### config.mk
export PLATFORM = sky130hd
export DESIGN_NAME = keypad_scan_ctrl
export DESIGN_NICKNAME = d
export VERILOG_FILES = /design/src/rtl/keypad_pkg.sv /design/src/rtl/sync_2ff.sv /design/src/rtl/keypad_scan_ctrl.sv
export SDC_FILE = /design/constraint.sdc
export NUM_CORES = 1
export LEC_CHECK = 0
export BUFFER_PORTS_ARGS = -buffer_cell sky130_fd_sc_hd__buf_2
export CAP_MARGIN = 5
export CORE_MARGIN = 3
export CORE_UTILIZATION = 55
export DETAILED_ROUTE_END_ITERATION = 6
export HOLD_SLACK_MARGIN = 0.02
export PLACE_DENSITY = 0.85
export SLEW_MARGIN = 20
export SYNTH_ARGS = -nofsm -noshare
export SYNTH_HDL_FRONTEND = slang
export SYNTH_HIERARCHICAL = 1
export SYNTH_SLANG_ARGS = --single-unit
### constraint.sdc
create_clock -name clk -period 6.6 [get_ports clk]
set_clock_uncertainty 0.1 [all_clocks]
set_input_delay 1.98 -clock clk [delete_from_list [all_inputs] [get_ports clk]]
set_output_delay 1.98 -clock clk [all_outputs]
set_load 0.1 [all_outputs]
### src/rtl/keypad_pkg.sv
// rtl/keypad_pkg.sv - shared state type, key map and row decode helper for the keypad scanner
package keypad_pkg;

    typedef enum logic [2:0] {IDLE, SETTLE, SAMPLE, DEBOUNCE, RELEASE} kp_state_t;

    // Row-major, column 0 is the leftmost column of the keypad.
    localparam logic [3:0] KEYMAP [4][4] = '{
        '{4'h1, 4'h2, 4'h3, 4'hA},
        '{4'h4, 4'h5, 4'h6, 4'hB},
        '{4'h7, 4'h8, 4'h9, 4'hC},
        '{4'h0, 4'hF, 4'hE, 4'hD}
    };

    typedef struct packed {
        logic       single;
        logic [1:0] idx;
    } row_hit_t;

    // Rows are active-low: single is set only when exactly one bit is 0.
    function automatic row_hit_t onehot0_idx(input logic [3:0] rows);
        row_hit_t hit;
        int       lows;
        hit  = '0;
        lows = 0;
        for (int i = 0; i < 4; i++) begin
            if (!rows[i]) begin
                hit.idx = 2'(i);
                lows++;
            end
        end
        hit.single = (lows == 1);
        return hit;
    endfunction

endpackage

### src/rtl/sync_2ff.sv
// rtl/sync_2ff.sv - two-flop synchronizer, resets to all-ones (idle rows)
module sync_2ff #(
    parameter int W = 4
) (
    input  logic         clk,
    input  logic         rst,
    input  logic [W-1:0] d,
    output logic [W-1:0] q
);

    logic [W-1:0] meta_q;
    logic [W-1:0] sync_q;

    always_ff @(posedge clk) begin
        if (rst) begin
            meta_q <= '1;
            sync_q <= '1;
        end else begin
            meta_q <= d;
            sync_q <= meta_q;
        end
    end

    assign q = sync_q;

endmodule

### src/rtl/keypad_scan_ctrl.sv
// rtl/keypad_scan_ctrl.sv - 4x4 keypad column scanner with press/release debounce
module keypad_scan_ctrl
    import keypad_pkg::*;
#(
    parameter int CLK_FREQ      = 50_000_000,
    parameter int DEBOUNCE_MS   = 1,
    parameter int SETTLE_CYCLES = 8
) (
    input  logic       clk,
    input  logic       rst,
    input  logic       en,
    input  logic [3:0] row_n,
    output logic [3:0] col_n,
    output logic [3:0] key_code,
    output logic       key_valid,
    output logic       key_held
);

    localparam int DB_CYC     = CLK_FREQ / 1000 * DEBOUNCE_MS;
    localparam int SETTLE_LEN = SETTLE_CYCLES + 2;
    localparam int CNT_MAX    = (DB_CYC > SETTLE_LEN) ? DB_CYC : SETTLE_LEN;
    localparam int CNT_W      = $clog2(CNT_MAX) + 1;

    localparam logic [CNT_W-1:0] CNT_SAT     = CNT_W'(CNT_MAX);
    localparam logic [CNT_W-1:0] SETTLE_LAST = CNT_W'(SETTLE_LEN - 1);
    localparam logic [CNT_W-1:0] DB_LAST     = CNT_W'(DB_CYC - 1);

    kp_state_t        state_q, state_d;
    logic [1:0]       col_idx_q, col_idx_d;
    logic [CNT_W-1:0] cnt_q, cnt_d, cnt_inc;
    logic [3:0]       pat_q, pat_d;
    logic [1:0]       row_q, row_d;
    logic [3:0]       key_code_q, key_code_d;
    logic             key_valid_q, key_valid_d;
    logic [3:0]       rows_s;
    row_hit_t         hit;

    sync_2ff #(.W(4)) u_sync (
        .clk (clk),
        .rst (rst),
        .d   (row_n),
        .q   (rows_s)
    );

    assign hit     = onehot0_idx(rows_s);
    assign cnt_inc = (cnt_q == CNT_SAT) ? cnt_q : cnt_q + CNT_W'(1);

    always_ff @(posedge clk) begin
        if (rst) begin
            state_q     <= IDLE;
            col_idx_q   <= '0;
            cnt_q       <= '0;
            pat_q       <= 4'hF;
            row_q       <= '0;
            key_code_q  <= '0;
            key_valid_q <= 1'b0;
        end else begin
            state_q     <= state_d;
            col_idx_q   <= col_idx_d;
            cnt_q       <= cnt_d;
            pat_q       <= pat_d;
            row_q       <= row_d;
            key_code_q  <= key_code_d;
            key_valid_q <= key_valid_d;
        end
    end

    always_comb begin
        state_d     = state_q;
        col_idx_d   = col_idx_q;
        cnt_d       = cnt_inc;
        pat_d       = pat_q;
        row_d       = row_q;
        key_code_d  = key_code_q;
        key_valid_d = 1'b0;
        if (!en) begin
            state_d = IDLE;
            cnt_d   = '0;
        end else begin
            unique case (state_q)
                IDLE: begin
                    state_d   = SETTLE;
                    col_idx_d = '0;
                    cnt_d     = '0;
                end
                SETTLE: begin
                    if (cnt_q == SETTLE_LAST) begin
                        state_d = SAMPLE;
                        cnt_d   = '0;
                    end
                end
                SAMPLE: begin
                    cnt_d = '0;
                    // No key and ghosted multi-press both just move on.
                    if (hit.single) begin
                        state_d = DEBOUNCE;
                        pat_d   = rows_s;
                        row_d   = hit.idx;
                    end else begin
                        state_d   = SETTLE;
                        col_idx_d = col_idx_q + 2'd1;
                    end
                end
                DEBOUNCE: begin
                    if (rows_s != pat_q) begin
                        state_d   = SETTLE;
                        col_idx_d = col_idx_q + 2'd1;
                        cnt_d     = '0;
                    end else if (cnt_q == DB_LAST) begin
                        state_d     = RELEASE;
                        key_code_d  = KEYMAP[row_q][col_idx_q];
                        key_valid_d = 1'b1;
                        cnt_d       = '0;
                    end
                end
                RELEASE: begin
                    if (rows_s != 4'hF) begin
                        cnt_d = '0;
                    end else if (cnt_q == DB_LAST) begin
                        state_d   = SETTLE;
                        col_idx_d = col_idx_q + 2'd1;
                        cnt_d     = '0;
                    end
                end
                default: state_d = IDLE;
            endcase
        end
    end

    always_comb begin
        col_n = 4'b1111;
        if (state_q != IDLE) begin
            col_n[col_idx_q] = 1'b0;
        end
        key_held  = (state_q == RELEASE);
        key_valid = key_valid_q;
        key_code  = key_code_q;
    end

endmodule

==> After elaboration in Yosys (flattened, before gate mapping) <==
Cells that the tools add are included.
{ "totals": {"reg_bits": 41, "output_inout_bits": 10, "word_cells": 86} }
{ "op_classes": {"n_addsub": 5, "magnitude_cmp": 4, "n_eq_ne": 16, "n_mux": 35, "bitwise_logic": 6, "reduce_logical": 11} }
{ "ops": {"columns": ["op", "count"], "rows": [
  ["adder 32 x 2 -> 32 bit, second input constant", 3],
  ["2-to-1 mux 32 bit", 3],
  ["2-to-1 mux 17 bit", 5],
  ["case mux 17 bit (4 select lines)", 1],
  ["== test 17 x 16 -> 1 bit, second input constant", 2],
  ["binary-select mux 16 bit (select 2 bit)", 1],
  ["== test 32 x 2 -> 1 bit, second input constant", 1],
  ["2-to-1 mux 16 bit", 2],
  ["adder 17 x 1 -> 17 bit, second input constant", 1],
  ["== test 17 x 4 -> 1 bit, second input constant", 1],
  ["2-to-1 mux 3 bit", 5],
  ["case mux 3 bit (5 select lines)", 1],
  ["2-to-1 mux 2 bit", 7],
  ["2-to-1 mux 4 bit", 3],
  ["binary-select mux 4 bit (select 2 bit)", 1],
  ["!= test 2 bit, second input constant", 4],
  ["case mux 2 bit (4 select lines)", 1],
  ["AND reduction 4 bit", 2],
  ["== test 3 x 2 -> 1 bit, second input constant", 2],
  [">= comparator 3 bit, second input constant", 2],
  ["NOT 2 -> 3 bit", 2],
  ["AND reduction 6 bit", 1],
  ["2-to-1 mux 1 bit", 4],
  ["!= test 4 bit", 1],
  ["18 further kinds", 21]
]} }

==> Logic depth before layout (Yosys ltp) <==
Gate-level depths: netlist of run 1.
{ "depth": {"depth_word": 10, "mapped_depth": 11, "mapped_depth_nobuf": 10} }

==> By module <==
Netlist of run 1, hierarchy kept.
{ "modules_own_cells": {"columns": ["module", "instances", "cells_each", "area_per_inst_um2"], "rows": [
  ["keypad_scan_ctrl", 1, 235, 2198.4],
  ["sync_2ff", 1, 16, 210.2]
]} }

==> Least setup slack after synthesis of run 1 <==
Ideal clock, no wire load.
{ "synth_path": {"path_type": "register -> output", "from": "reg state_q[2]", "to": "out key_held", "arrival_ps": 2811, "t_required_ps": 4520, "path_slack_ps": 1709, "stages_incl_launch_ff": 2, "cell_sequence": "dfxtp_1 nor3b_1"} }
{ "synth_via": {"elab_chain_cells": 1} }
{ "synth_lines": {"columns": ["item", "line", "source"], "rows": [
  ["start: declaration", "keypad_scan_ctrl.sv:28", "kp_state_t state_q, state_d;"],
  ["start signal: assignment", "keypad_scan_ctrl.sv:58", "state_q <= state_d;"],
  ["== test 3 bit", "keypad_scan_ctrl.sv:135", "key_held = (state_q == RELEASE);"],
  ["end: declaration", "keypad_scan_ctrl.sv:16", "output logic key_held"]
]} }
Every way passes these cells.

==> Worst setup path in the final report of run 1 <==
Same ends and word-level chain as after synthesis.

==> metrics.txt, run 1 <==
# TYPE chip_impl_metric gauge
chip_impl_metric{name="ant_nets",unit=""} 0
chip_impl_metric{name="first_pass_iters",unit=""} 4
chip_impl_metric{name="dr.first_iter.drc_count",unit=""} 213
chip_impl_metric{name="mappedNetlistNets",unit=""} 272
chip_impl_metric{name="finish.cell_count_without_fillers",unit=""} 315
chip_impl_metric{name="rows",unit=""} 23
chip_impl_metric{name="clock_sinks",unit=""} 41
chip_impl_metric{name="place_congestion",unit=""} 0.8401
chip_impl_metric{name="synthesis.yosys.warnings",unit=""} 6
chip_impl_info{name="crit_path_start_kind",value="register"} 1
chip_impl_metric{name="hold-path-cell-count",unit=""} 1
chip_impl_metric{name="finalSetupViolCount",unit=""} 0
chip_impl_metric{name="netlist_instances",unit=""} 251
chip_impl_metric{name="irDropWorstVdd",unit="V"} 0.0001197
chip_impl_info{name="kind_of_path_behind_the_tightest_hold_check",value="register to register"} 1
chip_impl_metric{name="detail_route.wl_per_cell",unit="um"} 14.37
chip_impl_metric{name="diodes",unit=""} 0
chip_impl_metric{name="report.final.hold_viol_count",unit=""} 0
chip_impl_metric{name="dpl.hpwl",unit="mm"} 3.280
chip_impl_metric{name="synth_enable_flop_cells",unit=""} 0
chip_impl_metric{name="detail_route.wirelength",unit="mm"} 4.526
chip_impl_metric{name="design.final.nets",unit=""} 285
chip_impl_metric{name="area.growth.synth_to_final",unit="%"} 7.532
chip_impl_metric{name="min_period_over_period",unit="%"} 58.61
chip_impl_metric{name="clock_insertion_delay_worst_skew",unit="ps"} 300
chip_impl_metric{name="initial_core_util",unit="%"} 58.53
chip_impl_metric{name="relSlewSlack",unit="%"} 37.27
chip_impl_metric{name="globalRouteOverflowTotal",unit=""} 0
chip_impl_metric{name="netlist_area",unit="um2"} 2409
chip_impl_metric{name="largest_net_degree_at_the_start_of_global_routing",unit=""} 24
chip_impl_metric{name="worstMarginPinSlew",unit="ps"} 941.0
chip_impl_info{name="outcome",value="completed"} 1
chip_impl_metric{name="netlist-cell-type-count",unit=""} 52
chip_impl_info{name="commonest_non_fill_non_tap_cell_in_the_layout",value="sky130_fd_sc_hd__dfxtp_1"} 1
chip_impl_metric{name="final_period_minus_worst_setup_slack",unit="ps"} 3868
chip_impl_metric{name="maxClockFrequency",unit="MHz"} 258.5
chip_impl_metric{name="synth.yosys.seq_area_share",unit="%"} 34.08
chip_impl_metric{name="floorplan.die_area",unit="um2"} 5209
chip_impl_metric{name="clk_path_buf_depth",unit=""} 2
chip_impl_metric{name="grt_first_pass_wirelength",unit="mm"} 8.024
chip_impl_metric{name="crit_fanout",unit=""} 7
chip_impl_metric{name="timing.setup.tns",unit="ps"} 0
chip_impl_metric{name="detail_route.vias_per_cell",unit=""} 6.029
chip_impl_metric{name="post_synth.cell_area_avg",unit="um2"} 9.596
chip_impl_metric{name="h-tree-depth",unit=""} 2
chip_impl_metric{name="grt.total_usage",unit="%"} 19.14
chip_impl_info{name="synth_top_cell_by_area",value="sky130_fd_sc_hd__dfxtp_1"} 1
chip_impl_info{name="synthTopCellsByArea",value="sky130_fd_sc_hd__dfxtp_1 34%, sky130_fd_sc_hd__ha_1 7.3%, sky130_fd_sc_hd__xor2_1 5.1%"} 1
chip_impl_metric{name="power_density",unit="nW/um2"} 192.9
chip_impl_info{name="synthFlopType",value="sky130_fd_sc_hd__dfxtp_1"} 1
chip_impl_metric{name="fp.dieH",unit="um"} 72.18
chip_impl_metric{name="layout.core_utilization",unit="%"} 62.94
chip_impl_metric{name="cts_buffers",unit=""} 5
chip_impl_metric{name="grt_antenna_before_repair",unit=""} 0
chip_impl_info{name="timing_worst_setup_path_type",value="register to primary output"} 1
chip_impl_metric{name="io-pin-count",unit=""} 17
chip_impl_metric{name="buffer_ports.inserted",unit=""} 16
chip_impl_info{name="layout_common_cells",value="41 x sky130_fd_sc_hd__dfxtp_1, 19 x sky130_fd_sc_hd__nor2_1, 17 x sky130_fd_sc_hd__inv_1, 16 x sky130_fd_sc_hd__buf_2"} 1
chip_impl_metric{name="post_cts_resize_count",unit=""} 0
chip_impl_metric{name="max-cap-violations",unit=""} 0
chip_impl_metric{name="floorplan.die.width",unit="um"} 72.18
chip_impl_metric{name="slew_limit_fails",unit=""} 0
chip_impl_metric{name="async_reset_ff_share",unit="%"} 0
chip_impl_metric{name="drc",unit=""} 0
chip_impl_metric{name="worst_ep_arrival_time",unit="ps"} 1790
chip_impl_metric{name="leakagePower",unit="nW"} 0.9103
chip_impl_metric{name="synth_register_bits",unit=""} 41
chip_impl_metric{name="first_global_vias",unit=""} 1822
chip_impl_info{name="rsz0062_at_grt",value="no"} 1
chip_impl_metric{name="coreArea",unit="um2"} 4115
chip_impl_metric{name="cts_hold_buffers",unit=""} 0
chip_impl_metric{name="placed_cell_count",unit=""} 307
chip_impl_metric{name="cp_data_required_time",unit="ps"} 4520
chip_impl_metric{name="vias",unit=""} 1899
chip_impl_metric{name="layout_cell_share_with_drive_strength_beyond_1",unit="%"} 18.87
chip_impl_metric{name="post-cts-setup-buffer-count",unit=""} 0
chip_impl_metric{name="reg2reg_depth",unit=""} 9
chip_impl_metric{name="clk_transition_reported_paths",unit="ps"} 90
chip_impl_info{name="setup.worst_path.end_class",value="primary output"} 1
chip_impl_info{name="clock_tree.root_cell",value="sky130_fd_sc_hd__clkbuf_8"} 1
chip_impl_info{name="cts_tree",value="built"} 1
chip_impl_metric{name="synth_largest_type_area_fraction",unit="%"} 34.08
[report_power, final]
group          switching, mW  leakage (nW)  internal (mW)  total (mW)
combinational         0.0269         0.523         0.0153      0.0422
sequential           0.00391         0.333          0.251       0.254
clock                 0.0897        0.0543          0.113       0.203
[synthesized netlist by cell type (all sizes together) (5+ instances only)]
master and count:
nand3 13, ha 14, xor2 14, nor2 19, a21oi 9, a211o 6
nor2b 5, dfxtp 41, buf 7, nor3 6, nand4 11, or2 9
nand2 10, xnor2 6, inv 17, a211oi 19
[per-stage QoR]
| stage | total power, mW | instance area (um2) | worst slack (ps) | hold WS, ps |
|---|---|---|---|---|
| 2_1_floorplan | 0.2960 | 2409 | 1709 | 283.2 |
| 3_3_place_gp | 0.3011 | 2475 | 3115 | 286.1 |
| 3_5_place_dp | 0.3021 | 2475 | 3068 | 288.7 |
| 4_1_cts | 0.5031 | 2590 | 2770 | 308.5 |
| 5_1_grt | 0.5199 | 2590 | 2640 | 329.3 |
| 6_report | 0.4996 | 2590 | 2732 | 307.2 |
[worst max-delay path: stages, from the launching register on]
cell                      delay (ps)
sky130_fd_sc_hd__dfxtp_1         490
sky130_fd_sc_hd__nor3b_1         470
sky130_fd_sc_hd__buf_2           520
[per-layer routing]
metal  routed length, um  GRT usage [%]  vias to the layer above  part of all wire, %
met1                2106          24.40                      904                   47
met2                2125          32.25                       47                   47
met5                   0              0                        -                    0
met3                 216          3.878                       10                  4.8
li1                    -              -                      938                    -
met4                  78          6.263                        0                  1.7
[state kept, by name (all words and copies together), names as in the netlist]
register       count
cnt_q             17
col_idx_q          2
key_code           4
key_valid          1
pat_q              4
row_q              2
state_q            3
u_sync/meta_q      4
u_sync/q           4
[path summary, 6_finish.rpt]
check | from | slack, ps | to
hold reg to reg | u_sync/meta_q[3]$_SDFF_PP1_ | 310 | u_sync/q[3]$_SDFF_PP1_
setup reg to reg | u_sync/q[1]$_SDFF_PP1_ | 3830 | pat_q[3]$_SDFFE_PP1P_
setup / recovery | state_q[2]$_SDFFE_PP0P_ | 2730 | key_held
hold / removal | u_sync/meta_q[3]$_SDFF_PP1_ | 310 | u_sync/q[3]$_SDFF_PP1_
[area by class of cell]
cell class / count / area (um2)
clock inverters: 3 / 46.29
inverters: 17 / 63.81
repair buffers: 16 / 80.08
well taps: 50 / 62.56
flip-flops and latches: 41 / 820.8
clock buffers: 5 / 68.82
multi-input cells: 183 / 1448
fillers: 341 / 1525
[cells by family after synthesis]
kind of cell | after synthesis | synth area share [%]
xor gates and xnor gates | 20 | 7.273
DFF | 41 | 34.08
and+or+nand+nor | 94 | 24.21
buffers and inverters | 27 | 5.818
AOI/OAI and AO/OA | 50 | 18.23
adders and majority gates | 15 | 7.688
muxes | 4 | 2.701
No activity file was read; power rests on OpenSTA's default activity.
==> run 2, diff against run 1 <==
Clock period 6.6 ns to 3.75 ns, I/O delays scaled along.
==> metrics.txt, run 2 (synthesis results as in run 1) <==
# TYPE chip_impl_metric gauge
chip_impl_info{name="outcome",value="completed"} 1
chip_impl_metric{name="footprint_of_the_multi_input_gates",unit="um2"} 1453
chip_impl_metric{name="largest_register_ffs",unit=""} 17
chip_impl_metric{name="clk_transition_reported_paths",unit="ps"} 70
chip_impl_metric{name="clock_insertion_delay_worst_skew",unit="ps"} 290
chip_impl_metric{name="cts_hold_buffers",unit=""} 0
chip_impl_info{name="cts_tree",value="built"} 1
chip_impl_metric{name="power_density",unit="nW/um2"} 334.8
chip_impl_metric{name="detail_route.vias_per_cell",unit=""} 6.006
chip_impl_metric{name="clk_path_buf_depth",unit=""} 2
chip_impl_info{name="r2r_start",value="u_sync/q[0]$_SDFF_PP1_"} 1
chip_impl_metric{name="fillers",unit=""} 332
chip_impl_metric{name="relSlewSlack",unit="%"} 38.98
chip_impl_metric{name="layout_cell_share_with_drive_strength_beyond_1",unit="%"} 19.25
chip_impl_metric{name="finalSetupViolCount",unit=""} 0
chip_impl_info{name="setup.worst_path.end",value="col_n[2]"} 1
chip_impl_metric{name="globalRouteOverflowTotal",unit=""} 0
chip_impl_info{name="crit_path_start",value="col_idx_q[0]$_SDFFE_PP0P_"} 1
chip_impl_info{name="r2r_end",value="row_q[0]$_SDFFE_PP0P_"} 1
chip_impl_metric{name="layout.core_utilization",unit="%"} 62.97
chip_impl_info{name="crit_path_start_kind",value="register"} 1
chip_impl_metric{name="crit_fanout",unit=""} 9
chip_impl_info{name="commonest_non_fill_non_tap_cell_in_the_layout",value="sky130_fd_sc_hd__dfxtp_1"} 1
chip_impl_metric{name="first_pass_iters",unit=""} 4
chip_impl_metric{name="irDropWorstVdd",unit="V"} 0.0002607
chip_impl_metric{name="max-cap-violations",unit=""} 0
chip_impl_metric{name="io-pin-count",unit=""} 17
chip_impl_metric{name="post-cts-setup-buffer-count",unit=""} 0
chip_impl_metric{name="floorplan.die.width",unit="um"} 72.18
chip_impl_info{name="clock_tree.root_cell",value="sky130_fd_sc_hd__clkbuf_8"} 1
chip_impl_metric{name="comb_power_share",unit="%"} 8.8
chip_impl_metric{name="rows",unit=""} 23
chip_impl_metric{name="cp_data_required_time",unit="ps"} 2520
chip_impl_metric{name="switchingPower",unit="uW"} 205.4
chip_impl_metric{name="diodes",unit=""} 0
chip_impl_metric{name="placed_cell_count",unit=""} 308
chip_impl_metric{name="vias",unit=""} 1892
chip_impl_metric{name="largest_net_degree_at_the_start_of_global_routing",unit=""} 24
chip_impl_metric{name="leakagePower",unit="nW"} 0.9180
chip_impl_metric{name="h-tree-depth",unit=""} 2
chip_impl_metric{name="buffer_ports.inserted",unit=""} 16
chip_impl_info{name="layout_common_cells",value="41 x sky130_fd_sc_hd__dfxtp_1, 19 x sky130_fd_sc_hd__nor2_1, 17 x sky130_fd_sc_hd__inv_1, 16 x sky130_fd_sc_hd__buf_2"} 1
chip_impl_metric{name="drc",unit=""} 0
chip_impl_metric{name="coreArea",unit="um2"} 4115
chip_impl_metric{name="final_period_minus_worst_setup_slack",unit="ps"} 2935
chip_impl_metric{name="area.growth.synth_to_final",unit="%"} 7.585
chip_impl_metric{name="internal-power",unit="uW"} 662.3
chip_impl_info{name="rsz0062_at_grt",value="no"} 1
chip_impl_metric{name="maxClockFrequency",unit="MHz"} 340.7
chip_impl_metric{name="timing.hold.ws",unit="ps"} 305.4
chip_impl_metric{name="post_cts_resize_count",unit=""} 0
chip_impl_metric{name="initial_core_util",unit="%"} 58.53
chip_impl_metric{name="worst_ep_arrival_time",unit="ps"} 1710
chip_impl_metric{name="finish.cell_count_without_fillers",unit=""} 315
chip_impl_metric{name="ant_nets",unit=""} 0
chip_impl_metric{name="reg2reg_depth",unit=""} 9
chip_impl_metric{name="cts_buffers",unit=""} 5
chip_impl_metric{name="min_period_over_period",unit="%"} 78.27
chip_impl_metric{name="worstMarginPinSlew",unit="ps"} 915.4
chip_impl_metric{name="report.final.hold_viol_count",unit=""} 0
chip_impl_metric{name="register_area",unit="um2"} 820.8
chip_impl_metric{name="first_global_vias",unit=""} 1715
chip_impl_metric{name="r2r_slack",unit="ps"} 940
chip_impl_metric{name="fp.dieH",unit="um"} 72.18
chip_impl_metric{name="dpl.hpwl",unit="mm"} 3.257
chip_impl_metric{name="grt.total_usage",unit="%"} 18.49
chip_impl_metric{name="detail_route.wl_per_cell",unit="um"} 14.57
chip_impl_metric{name="dr.first_iter.drc_count",unit=""} 161
chip_impl_metric{name="slew_limit_fails",unit=""} 0
chip_impl_metric{name="floorplan.die_area",unit="um2"} 5209
chip_impl_info{name="setup.worst_path.end_class",value="primary output"} 1
chip_impl_info{name="kind_of_path_behind_the_tightest_hold_check",value="register to register"} 1
chip_impl_metric{name="timing.setup.tns",unit="ps"} 0
chip_impl_metric{name="power.total",unit="uW"} 867.6
chip_impl_info{name="top_register",value="cnt_q"} 1
chip_impl_metric{name="clock_sinks",unit=""} 41
chip_impl_metric{name="power.clock.fraction",unit="%"} 39.5
chip_impl_metric{name="design.final.nets",unit=""} 286
chip_impl_metric{name="grt_antenna_before_repair",unit=""} 0
chip_impl_info{name="timing_worst_setup_path_type",value="register to primary output"} 1
chip_impl_metric{name="power.sequential.fraction",unit="%"} 51.7
chip_impl_metric{name="sw_frac_of_total",unit="%"} 23.67
chip_impl_metric{name="place_congestion",unit=""} 0.8404
chip_impl_metric{name="detail_route.wirelength",unit="mm"} 4.591
chip_impl_metric{name="grt_first_pass_wirelength",unit="mm"} 7.631
run 2: changes by cell type in the layout (fill, tap and decap cells not counted):
cell / before / now
sky130_fd_sc_hd__clkinvlp_4: 1 / 0
sky130_fd_sc_hd__nor3b_2: 0 / 1
sky130_fd_sc_hd__nor3b_1: 2 / 1
sky130_fd_sc_hd__buf_4: 0 / 1
sky130_fd_sc_hd__clkinv_2: 0 / 1
sky130_fd_sc_hd__clkinv_4: 1 / 0
run 2: critical path, cell delays in order (launching register included):
cell                      delay (ps)
sky130_fd_sc_hd__dfxtp_1         520
sky130_fd_sc_hd__inv_1           200
sky130_fd_sc_hd__ha_1            240
sky130_fd_sc_hd__nand2_1          50
sky130_fd_sc_hd__buf_2           420
run 2: final cells by class:
type / instances / share of cell area [%]
clock inverter: 2 / 1.352
multi-input combinational: 183 / 56.06
timing repair buffer: 17 / 3.380
sequential: 41 / 31.68
inverter: 17 / 2.463
tap: 50 / 2.414
clock buffer: 5 / 2.656
run 2: metal layers:
layer / vias up / part of all wire (%) / global-route usage [%]
li1: 931 / - / -
met1: 905 / 46 / 22.82
met2: 51 / 47 / 31.95
met3: 5 / 5.4 / 4.155
met4: 0 / 1.1 / 5.637
met5: - / 0 / 0
run 2: power groups by stage:
stage / Clock, mW / Sequential, mW / Combinational, mW
global placement: 0 / 0.458 / 0.0729
global route: 0.363 / 0.450 / 0.0824
floorplan: 0 / 0.455 / 0.0665
finish: 0.343 / 0.449 / 0.0761
CTS: 0.348 / 0.448 / 0.0757
detailed placement: 0 / 0.459 / 0.0754
run 2: how the worst min path moves through the flow:
stage | to | cells after the start | startpoint
global placement | u_sync/q[1]$_SDFF_PP1_ | 1 | u_sync/meta_q[1]$_SDFF_PP1_
finish | u_sync/q[1]$_SDFF_PP1_ | 1 | u_sync/meta_q[1]$_SDFF_PP1_
floorplan | u_sync/q[0]$_SDFF_PP1_ | 1 | u_sync/meta_q[0]$_SDFF_PP1_
CTS | u_sync/q[1]$_SDFF_PP1_ | 1 | u_sync/meta_q[1]$_SDFF_PP1_
global route | u_sync/q[1]$_SDFF_PP1_ | 1 | u_sync/meta_q[1]$_SDFF_PP1_
detailed placement | u_sync/q[2]$_SDFF_PP1_ | 1 | u_sync/meta_q[2]$_SDFF_PP1_
run 2: through the flow:
step           area [um2]  setup WS (ps)
2_1_floorplan        2414          776.6
3_3_place_gp         2487           1114
3_5_place_dp         2487          946.9
4_1_cts              2591          828.3
5_1_grt              2591          736.9
6_report             2591          814.8
